<file path="src/rtl/mem_port_sched_if.sv">
// mem_port_sched_if: groups the load/store port, the return-address stack port,
// the data-memory port and the status/error flags of mem_port_sched.
//   slave  : the scheduler side (takes requests, drives memory and status)
//   master : the requester / memory side (drives requests and mem_rdata)
// Widths: ls_addr/mem_addr 8 bits, all data 32 bits, everything else 1 bit.
interface mem_port_sched_if;
  // Load/store requester
  logic        ls_req;
  logic        ls_we;
  logic [7:0]  ls_addr;
  logic [31:0] ls_wdata;
  logic        ls_gnt;
  logic        ls_rvalid;
  logic [31:0] ls_rdata;
  // CALL/RET stack requester
  logic        stk_push;
  logic        stk_pop;
  logic [31:0] stk_wdata;
  logic        stk_gnt;
  logic        ret_valid;
  logic [31:0] ret_pc;
  // Data memory
  logic        mem_en;
  logic        mem_we;
  logic [7:0]  mem_addr;
  logic [31:0] mem_wdata;
  logic [31:0] mem_rdata;
  // Status and sticky errors
  logic        stk_empty;
  logic        stk_full;
  logic        busy;
  logic        ovf_err;
  logic        unf_err;
  logic        prot_err;

  modport slave (
    input  ls_req, ls_we, ls_addr, ls_wdata,
    output ls_gnt, ls_rvalid, ls_rdata,
    input  stk_push, stk_pop, stk_wdata,
    output stk_gnt, ret_valid, ret_pc,
    output mem_en, mem_we, mem_addr, mem_wdata,
    input  mem_rdata,
    output stk_empty, stk_full, busy, ovf_err, unf_err, prot_err
  );

  modport master (
    output ls_req, ls_we, ls_addr, ls_wdata,
    input  ls_gnt, ls_rvalid, ls_rdata,
    output stk_push, stk_pop, stk_wdata,
    input  stk_gnt, ret_valid, ret_pc,
    input  mem_en, mem_we, mem_addr, mem_wdata,
    output mem_rdata,
    input  stk_empty, stk_full, busy, ovf_err, unf_err, prot_err
  );
endinterface

</file>
<file path="src/rtl/mem_port_sched.sv">
// mem_port_sched: shares one single-port data memory between the load/store
// unit and a return-address stack kept in memory at STK_BASE..STK_BASE+STK_DEPTH-1.
// Stack requests (pop over push) win over load/store unless the load/store
// request has been passed over STARVE_MAX times, in which case it wins once.
// All outputs are registered: a request seen in IDLE produces its grant and the
// memory access in the following cycle; mem_rdata is expected valid during that
// access cycle and is returned (ls_rvalid / ret_valid) one cycle later.
// Ports:
//   clk   : clock, all state changes on the rising edge
//   reset : synchronous active-high reset
//   bus   : mem_port_sched_if.slave (request ports, memory port, status flags)
module mem_port_sched #(
  parameter int unsigned STK_DEPTH  = 16,
  parameter logic [7:0]  STK_BASE   = 8'hF0,
  parameter int unsigned STARVE_MAX = 4
) (
  input  logic                  clk,
  input  logic                  reset,
  mem_port_sched_if.slave       bus
);

  localparam int unsigned TOP_W = $clog2(STK_DEPTH + 1);
  localparam int unsigned CNT_W = $clog2(STARVE_MAX + 1);

  typedef enum logic {IDLE, RD_WAIT} state_e;

  state_e             state_q, state_d;
  logic [TOP_W-1:0]   top_q, top_d;
  logic [CNT_W-1:0]   starve_q, starve_d;
  logic               rd_stk_q;   // outstanding read belongs to a pop
  logic               rd_zero_q;  // outstanding read is a blocked load, return 0

  logic               ls_gnt_q, ls_rvalid_q, stk_gnt_q, ret_valid_q;
  logic [31:0]        ls_rdata_q, ret_pc_q;
  logic               mem_en_q, mem_we_q;
  logic [7:0]         mem_addr_q;
  logic [31:0]        mem_wdata_q;
  logic               stk_empty_q, stk_full_q, busy_q;
  logic               ovf_q, unf_q, prot_q;

  logic               idle_c, empty_c, full_c, ls_force_c, ls_prot_c;
  logic               sel_ls_c, sel_pop_c, sel_push_c;

  // Arbitration and next-state values
  always_comb begin
    idle_c     = (state_q == IDLE);
    empty_c    = (top_q == '0);
    full_c     = (top_q == TOP_W'(STK_DEPTH));
    ls_force_c = (starve_q == CNT_W'(STARVE_MAX));
    ls_prot_c  = (32'(bus.ls_addr) >= 32'(STK_BASE)) &&
                 (32'(bus.ls_addr) <  32'(STK_BASE) + STK_DEPTH);
    sel_ls_c   = idle_c && bus.ls_req &&
                 (ls_force_c || !(bus.stk_pop || bus.stk_push));
    sel_pop_c  = idle_c && bus.stk_pop && !sel_ls_c;
    sel_push_c = idle_c && bus.stk_push && !bus.stk_pop && !sel_ls_c;

    top_d = top_q;
    if (sel_pop_c && !empty_c) begin
      top_d = top_q - TOP_W'(1);
    end else if (sel_push_c && !full_c) begin
      top_d = top_q + TOP_W'(1);
    end

    // Blocked loads still pass through RD_WAIT so the requester sees ls_rvalid.
    state_d = IDLE;
    if ((sel_pop_c && !empty_c) || (sel_ls_c && !bus.ls_we)) begin
      state_d = RD_WAIT;
    end

    starve_d = starve_q;
    if (sel_ls_c) begin
      starve_d = '0;
    end else if (idle_c && bus.ls_req && !ls_force_c) begin
      starve_d = starve_q + CNT_W'(1);
    end
  end

  // Scheduler FSM with registered outputs
  always_ff @(posedge clk) begin
    if (reset) begin
      state_q     <= IDLE;
      top_q       <= '0;
      starve_q    <= '0;
      rd_stk_q    <= 1'b0;
      rd_zero_q   <= 1'b0;
      ls_gnt_q    <= 1'b0;
      ls_rvalid_q <= 1'b0;
      ls_rdata_q  <= '0;
      stk_gnt_q   <= 1'b0;
      ret_valid_q <= 1'b0;
      ret_pc_q    <= '0;
      mem_en_q    <= 1'b0;
      mem_we_q    <= 1'b0;
      mem_addr_q  <= '0;
      mem_wdata_q <= '0;
      stk_empty_q <= 1'b1;
      stk_full_q  <= 1'b0;
      busy_q      <= 1'b0;
      ovf_q       <= 1'b0;
      unf_q       <= 1'b0;
      prot_q      <= 1'b0;
    end else begin
      state_q     <= state_d;
      top_q       <= top_d;
      starve_q    <= starve_d;
      stk_empty_q <= (top_d == '0);
      stk_full_q  <= (top_d == TOP_W'(STK_DEPTH));
      busy_q      <= (state_d != IDLE);

      // Pulses and memory port default to idle every cycle
      ls_gnt_q    <= 1'b0;
      ls_rvalid_q <= 1'b0;
      stk_gnt_q   <= 1'b0;
      ret_valid_q <= 1'b0;
      mem_en_q    <= 1'b0;
      mem_we_q    <= 1'b0;
      mem_addr_q  <= '0;
      mem_wdata_q <= '0;

      unique case (state_q)
        IDLE: begin
          if (sel_pop_c) begin
            stk_gnt_q <= 1'b1;
            if (empty_c) begin
              unf_q <= 1'b1;
            end else begin
              mem_en_q   <= 1'b1;
              mem_addr_q <= STK_BASE + 8'(top_q) - 8'd1;
              rd_stk_q   <= 1'b1;
              rd_zero_q  <= 1'b0;
            end
          end else if (sel_push_c) begin
            stk_gnt_q <= 1'b1;
            if (full_c) begin
              ovf_q <= 1'b1;
            end else begin
              mem_en_q    <= 1'b1;
              mem_we_q    <= 1'b1;
              mem_addr_q  <= STK_BASE + 8'(top_q);
              mem_wdata_q <= bus.stk_wdata;
            end
          end else if (sel_ls_c) begin
            ls_gnt_q  <= 1'b1;
            rd_stk_q  <= 1'b0;
            rd_zero_q <= ls_prot_c;
            if (ls_prot_c) begin
              prot_q <= 1'b1;
            end else begin
              mem_en_q    <= 1'b1;
              mem_we_q    <= bus.ls_we;
              mem_addr_q  <= bus.ls_addr;
              mem_wdata_q <= bus.ls_we ? bus.ls_wdata : 32'd0;
            end
          end
        end
        RD_WAIT: begin
          if (rd_stk_q) begin
            ret_valid_q <= 1'b1;
            ret_pc_q    <= bus.mem_rdata;
          end else begin
            ls_rvalid_q <= 1'b1;
            ls_rdata_q  <= rd_zero_q ? 32'd0 : bus.mem_rdata;
          end
        end
        default: ;
      endcase
    end
  end

  assign bus.ls_gnt    = ls_gnt_q;
  assign bus.ls_rvalid = ls_rvalid_q;
  assign bus.ls_rdata  = ls_rdata_q;
  assign bus.stk_gnt   = stk_gnt_q;
  assign bus.ret_valid = ret_valid_q;
  assign bus.ret_pc    = ret_pc_q;
  assign bus.mem_en    = mem_en_q;
  assign bus.mem_we    = mem_we_q;
  assign bus.mem_addr  = mem_addr_q;
  assign bus.mem_wdata = mem_wdata_q;
  assign bus.stk_empty = stk_empty_q;
  assign bus.stk_full  = stk_full_q;
  assign bus.busy      = busy_q;
  assign bus.ovf_err   = ovf_q;
  assign bus.unf_err   = unf_q;
  assign bus.prot_err  = prot_q;

endmodule

</file>
<file path="src/flat_wrapper.sv">
// flat-port wrapper written by rule: the top's interface ports become plain ports
module mem_port_sched_flat 
#(
  parameter int unsigned STK_DEPTH  = 16,
  parameter logic [7:0]  STK_BASE   = 8'hF0,
  parameter int unsigned STARVE_MAX = 4
)
  (clk, reset, bus_ls_req, bus_ls_we, bus_ls_addr, bus_ls_wdata, bus_ls_gnt, bus_ls_rvalid, bus_ls_rdata, bus_stk_push, bus_stk_pop, bus_stk_wdata, bus_stk_gnt, bus_ret_valid, bus_ret_pc, bus_mem_en, bus_mem_we, bus_mem_addr, bus_mem_wdata, bus_mem_rdata, bus_stk_empty, bus_stk_full, bus_busy, bus_ovf_err, bus_unf_err, bus_prot_err);
  mem_port_sched_if bus_i ();
  input  logic clk;
  input  logic reset;
  input wire logic [$bits(bus_i.ls_req)-1:0] bus_ls_req;
  input wire logic [$bits(bus_i.ls_we)-1:0] bus_ls_we;
  input wire logic [$bits(bus_i.ls_addr)-1:0] bus_ls_addr;
  input wire logic [$bits(bus_i.ls_wdata)-1:0] bus_ls_wdata;
  output wire logic [$bits(bus_i.ls_gnt)-1:0] bus_ls_gnt;
  output wire logic [$bits(bus_i.ls_rvalid)-1:0] bus_ls_rvalid;
  output wire logic [$bits(bus_i.ls_rdata)-1:0] bus_ls_rdata;
  input wire logic [$bits(bus_i.stk_push)-1:0] bus_stk_push;
  input wire logic [$bits(bus_i.stk_pop)-1:0] bus_stk_pop;
  input wire logic [$bits(bus_i.stk_wdata)-1:0] bus_stk_wdata;
  output wire logic [$bits(bus_i.stk_gnt)-1:0] bus_stk_gnt;
  output wire logic [$bits(bus_i.ret_valid)-1:0] bus_ret_valid;
  output wire logic [$bits(bus_i.ret_pc)-1:0] bus_ret_pc;
  output wire logic [$bits(bus_i.mem_en)-1:0] bus_mem_en;
  output wire logic [$bits(bus_i.mem_we)-1:0] bus_mem_we;
  output wire logic [$bits(bus_i.mem_addr)-1:0] bus_mem_addr;
  output wire logic [$bits(bus_i.mem_wdata)-1:0] bus_mem_wdata;
  input wire logic [$bits(bus_i.mem_rdata)-1:0] bus_mem_rdata;
  output wire logic [$bits(bus_i.stk_empty)-1:0] bus_stk_empty;
  output wire logic [$bits(bus_i.stk_full)-1:0] bus_stk_full;
  output wire logic [$bits(bus_i.busy)-1:0] bus_busy;
  output wire logic [$bits(bus_i.ovf_err)-1:0] bus_ovf_err;
  output wire logic [$bits(bus_i.unf_err)-1:0] bus_unf_err;
  output wire logic [$bits(bus_i.prot_err)-1:0] bus_prot_err;
  assign bus_i.ls_req = bus_ls_req;
  assign bus_i.ls_we = bus_ls_we;
  assign bus_i.ls_addr = bus_ls_addr;
  assign bus_i.ls_wdata = bus_ls_wdata;
  assign bus_ls_gnt = bus_i.ls_gnt;
  assign bus_ls_rvalid = bus_i.ls_rvalid;
  assign bus_ls_rdata = bus_i.ls_rdata;
  assign bus_i.stk_push = bus_stk_push;
  assign bus_i.stk_pop = bus_stk_pop;
  assign bus_i.stk_wdata = bus_stk_wdata;
  assign bus_stk_gnt = bus_i.stk_gnt;
  assign bus_ret_valid = bus_i.ret_valid;
  assign bus_ret_pc = bus_i.ret_pc;
  assign bus_mem_en = bus_i.mem_en;
  assign bus_mem_we = bus_i.mem_we;
  assign bus_mem_addr = bus_i.mem_addr;
  assign bus_mem_wdata = bus_i.mem_wdata;
  assign bus_i.mem_rdata = bus_mem_rdata;
  assign bus_stk_empty = bus_i.stk_empty;
  assign bus_stk_full = bus_i.stk_full;
  assign bus_busy = bus_i.busy;
  assign bus_ovf_err = bus_i.ovf_err;
  assign bus_unf_err = bus_i.unf_err;
  assign bus_prot_err = bus_i.prot_err;
  mem_port_sched #(.STK_DEPTH(STK_DEPTH), .STK_BASE(STK_BASE), .STARVE_MAX(STARVE_MAX)) u_core (.clk(clk), .reset(reset), .bus(bus_i));
endmodule
</file>
<file path="config.mk">
export PLATFORM = sky130hd
export DESIGN_NAME = mem_port_sched_flat
export DESIGN_NICKNAME = d
export VERILOG_FILES = /design/src/rtl/mem_port_sched_if.sv /design/src/rtl/mem_port_sched.sv /design/src/flat_wrapper.sv
export SDC_FILE = /design/constraint.sdc
export NUM_CORES = 1
export LEC_CHECK = 0
export CAP_MARGIN = 20
export CORE_MARGIN = 3
export CORE_UTILIZATION = 43
export CTS_BUF_LIST = sky130_fd_sc_hd__clkbuf_4 sky130_fd_sc_hd__clkbuf_8 sky130_fd_sc_hd__clkbuf_16
export CTS_CLUSTER_SIZE = 12
export DETAILED_ROUTE_END_ITERATION = 10
export GPL_ROUTABILITY_DRIVEN = 1
export PLACE_DENSITY = 0.85
export SLEW_MARGIN = 20
export SYNTH_ARGS = -nofsm -noshare
export SYNTH_HDL_FRONTEND = slang
export SYNTH_SLANG_ARGS = --single-unit
export TNS_END_PERCENT = 10
</file>
<file path="constraint.sdc">
create_clock -name clk -period 5 [get_ports clk]
set_input_delay 0.5 -clock clk [delete_from_list [all_inputs] [get_ports clk]]
set_output_delay 0.5 -clock clk [all_outputs]
set_load 0.05 [all_outputs]
</file>
==> metrics.cfg <==
[status]
status = completed

[die]
core_area_um2 = 10000
die_h_um = 109
io_pins = 226
die_area_um2 = 11900
initial_core_util = 0.455
dieWidth_um = 109
core.rowCount = 36

[setup_path]
r2r_end = u_core.bus.stk_full$_SDFF_PP0_
rr_worst_depth = 7
crit_start = u_core.state_q$_SDFF_PP0_
crit_path_cell_trace = clkdlybuf4s50_1
crit_required_ns = 4.50
reg2reg_from = u_core.top_q[0]$_SDFF_PP0_
cp.arrival_ns = 2.03
timing.reg2reg.setup_slack_ns = 2.60
worstSetupStartpointType = flip-flop
worst-path-max-fanout = 11
worstSetupPathType = reg2out
crit_slowest_cell = clkdlybuf4s50_1
cp-end-kind = primary output
path_buf_inv = 1
worst_path_dominant_cell_family = buffers and inverters
cpPeakStageDelay_ns = 0.91

[min_path]
min_from = u_core.bus.ret_pc[18]$_SDFFE_PP0P_
hold_path_depth = 2
min_path_type = reg2reg
whs_endpoint = u_core.bus.ret_pc[18]$_SDFFE_PP0P_

[power]
intPower_mw = 2.41
seqPwrFrac = 0.331
p_clk_frac = 0.327
p_sw_mw = 1.35
ir_drop_mv = 0.248
power_density_nw_per_um2 = 504
switching_share = 0.359
leakage_nw = 2.73
p_comb_frac = 0.343

[routing]
drt_first_iter_violations = 467
drc = 0
ant_nets = 0
drt-total-wl_um = 15800
routed_via_density = 5.40
dr.pass1.iters = 6
vias = 4570
wl_per_cell_um = 18.6

[cells_and_area]
nets = 816
syn_to_final_growth_pct = 63.2
diodes = 0
drive_above_1_share = 0.0701

[timing]
hold_violations = 0
hold_ws_ns = 0.451
tns_ns = 0
slew_headroom = 0.289
min_period_ns = 2.53
timing.final.crit_share = 0.506
fin_worst_skew_ns = 0.00875
slew_violations = 0
max_freq_mhz = 395
rsz0062_at_grt = false
setup_viol = 0
tightest_slew_ns = 1.07

[synthesis]
yosys_warnings = 0
async_flop_share = 0
syn_avg_cell_area_um2 = 9.36
synth_cells = 488
synthesis.nets = 603
synth-main-ff-cell = dfxtp_1
synthDistinctLibCells = 49
ys_seq_area_frac = 0.552
synth_common_cells = dfxtp_1 (126), nand2_1 (75), nor2_1 (52)
yosys-top-cells-area = dfxtp_1 (55%), a22o_1 (6.3%), nand2_1 (6.2%)
synth_top_area_cell = dfxtp_1
netlist.area_leader.share = 0.552
synth.most_common_cell = dfxtp_1
ys_ff_latch = 126
synth_area_um2 = 4570
synth_edf_count = 0

[global_route]
busiest_layer = met2
use_met3 = 0.105
grt_max_degree = 50
grt_use_met1 = 0.295
antenna_found_initial = 0
grt_pass1_wl_um = 23800
use_met2 = 0.439
grt_pass1_vias = 4592
grt_overflow = 0
track_usage = 0.262

[clocking]
numCtsBuffers = 17
clk_path_buf_depth = 2
cts_resized = 0
path_clk_slew_ns = 0.06
cts_max_level = 4
post_cts_buffers = 0
root_buffer = clkbuf_8
clock-sinks = 126
insertion_delay_ns = 0.52
cts_tree = done
postCtsHoldBufs = 0

[placement]
place.gp.congestion = 0.933
port_buffers = 225
dpl.hpwl_um = 11200

[job]
maxCapViolCount = 0

-- how the worst max path moves through the flow --
stage | to | depth (start not counted)
6_report | bus_busy | 1
5_1_grt | bus_busy | 1
4_1_cts | u_core.bus.mem_wdata[15]$_SDFF_PP0_ | 7
3_5_place_dp | u_core.bus.mem_wdata[11]$_SDFF_PP0_ | 6
3_3_place_gp | u_core.bus.mem_wdata[9]$_SDFF_PP0_ | 6
2_1_floorplan | u_core.bus.mem_wdata[0]$_SDFF_PP0_ | 8
-- metrics by stage --
step	std cells	total power, mW	setup slack (ns)	area [um2]	util
finish	846	3.76	2.47	7450	0.742
global route	846	3.91	2.39	7450	0.742
CTS	846	3.77	2.33	7450	0.742
detailed placement	815	2.53	1.98	6850	0.682
global placement	815	2.50	2.14	6850	0.682
floorplan	488	2.09	3.06	4570	-
-- kinds of logic after synthesis --
group / Yosys count / synth area share
adder cells (fa/ha/maj): 5 / 0.0137
flip-flops: 126 / 0.552
AO/OA/AOI/OAI: 138 / 0.212
buffers and inverters: 42 / 0.0419
AND/OR/NAND/NOR: 173 / 0.172
XOR/XNOR: 3 / 0.00575
multiplexers: 1 / 0.00219
-- cell usage in the layout, fill, tap and decap left out, drive strengths merged, types with 2 or more instances in the layout --
master and count:
and2 5, nor2b 3, or3 3, a22oi 33, a31oi 2, clkinvlp 4
a221oi 4, buf 4, clkinv 3, a22o 33, nand2 75, clkdlybuf4s50 224
a21oi 49, nand2b 4, or2 3, xnor2 2, nand4 3, o21ai 5
nand3 7, bufinv 3, nor3 7, and3 4, dfxtp 126, ha 5
clkbuf 22, a31o 4, inv 7, nor2 53
-- flip-flops by register name, summed over array words and instances, names as in the netlist, 3 cells and up --
signal and count:
u_core.bus.ls_rdata 32, u_core.bus.mem_wdata 32, u_core.bus.ret_pc 32, u_core.bus.mem_addr 8
u_core.top_q 5, u_core.starve_q 3
-- metal layers --
layer | part of all wire | wire, um
met2 | 0.50 | 7920
met3 | 0.10 | 1630
met4 | 0.019 | 299
met5 | 0 | 0
met1 | 0.38 | 5920
-- power by group through the flow --
| stage | clock network (mW) | registers [mW] | logic (mW) |
|---|---|---|---|
| 3_3_place_gp | 0 | 1.25 | 1.25 |
| 4_1_cts | 1.24 | 1.24 | 1.28 |
| 2_1_floorplan | 0 | 1.62 | 0.469 |
| 5_1_grt | 1.29 | 1.26 | 1.36 |
| 6_report | 1.23 | 1.24 | 1.29 |
| 3_5_place_dp | 0 | 1.26 | 1.27 |
-- cell type report --
type                            instances  area (um2)
Clock inverter                         10         139
Inverter                                7        26.3
Clock buffer                           21         457
Fill cell                             704        2590
Sequential cell                       126        2520
Tap cell                              133         166
Timing Repair Buffer                  229        2280
Multi-Input combinational cell        320        1870
No activity file was read; power rests on OpenSTA's default activity.
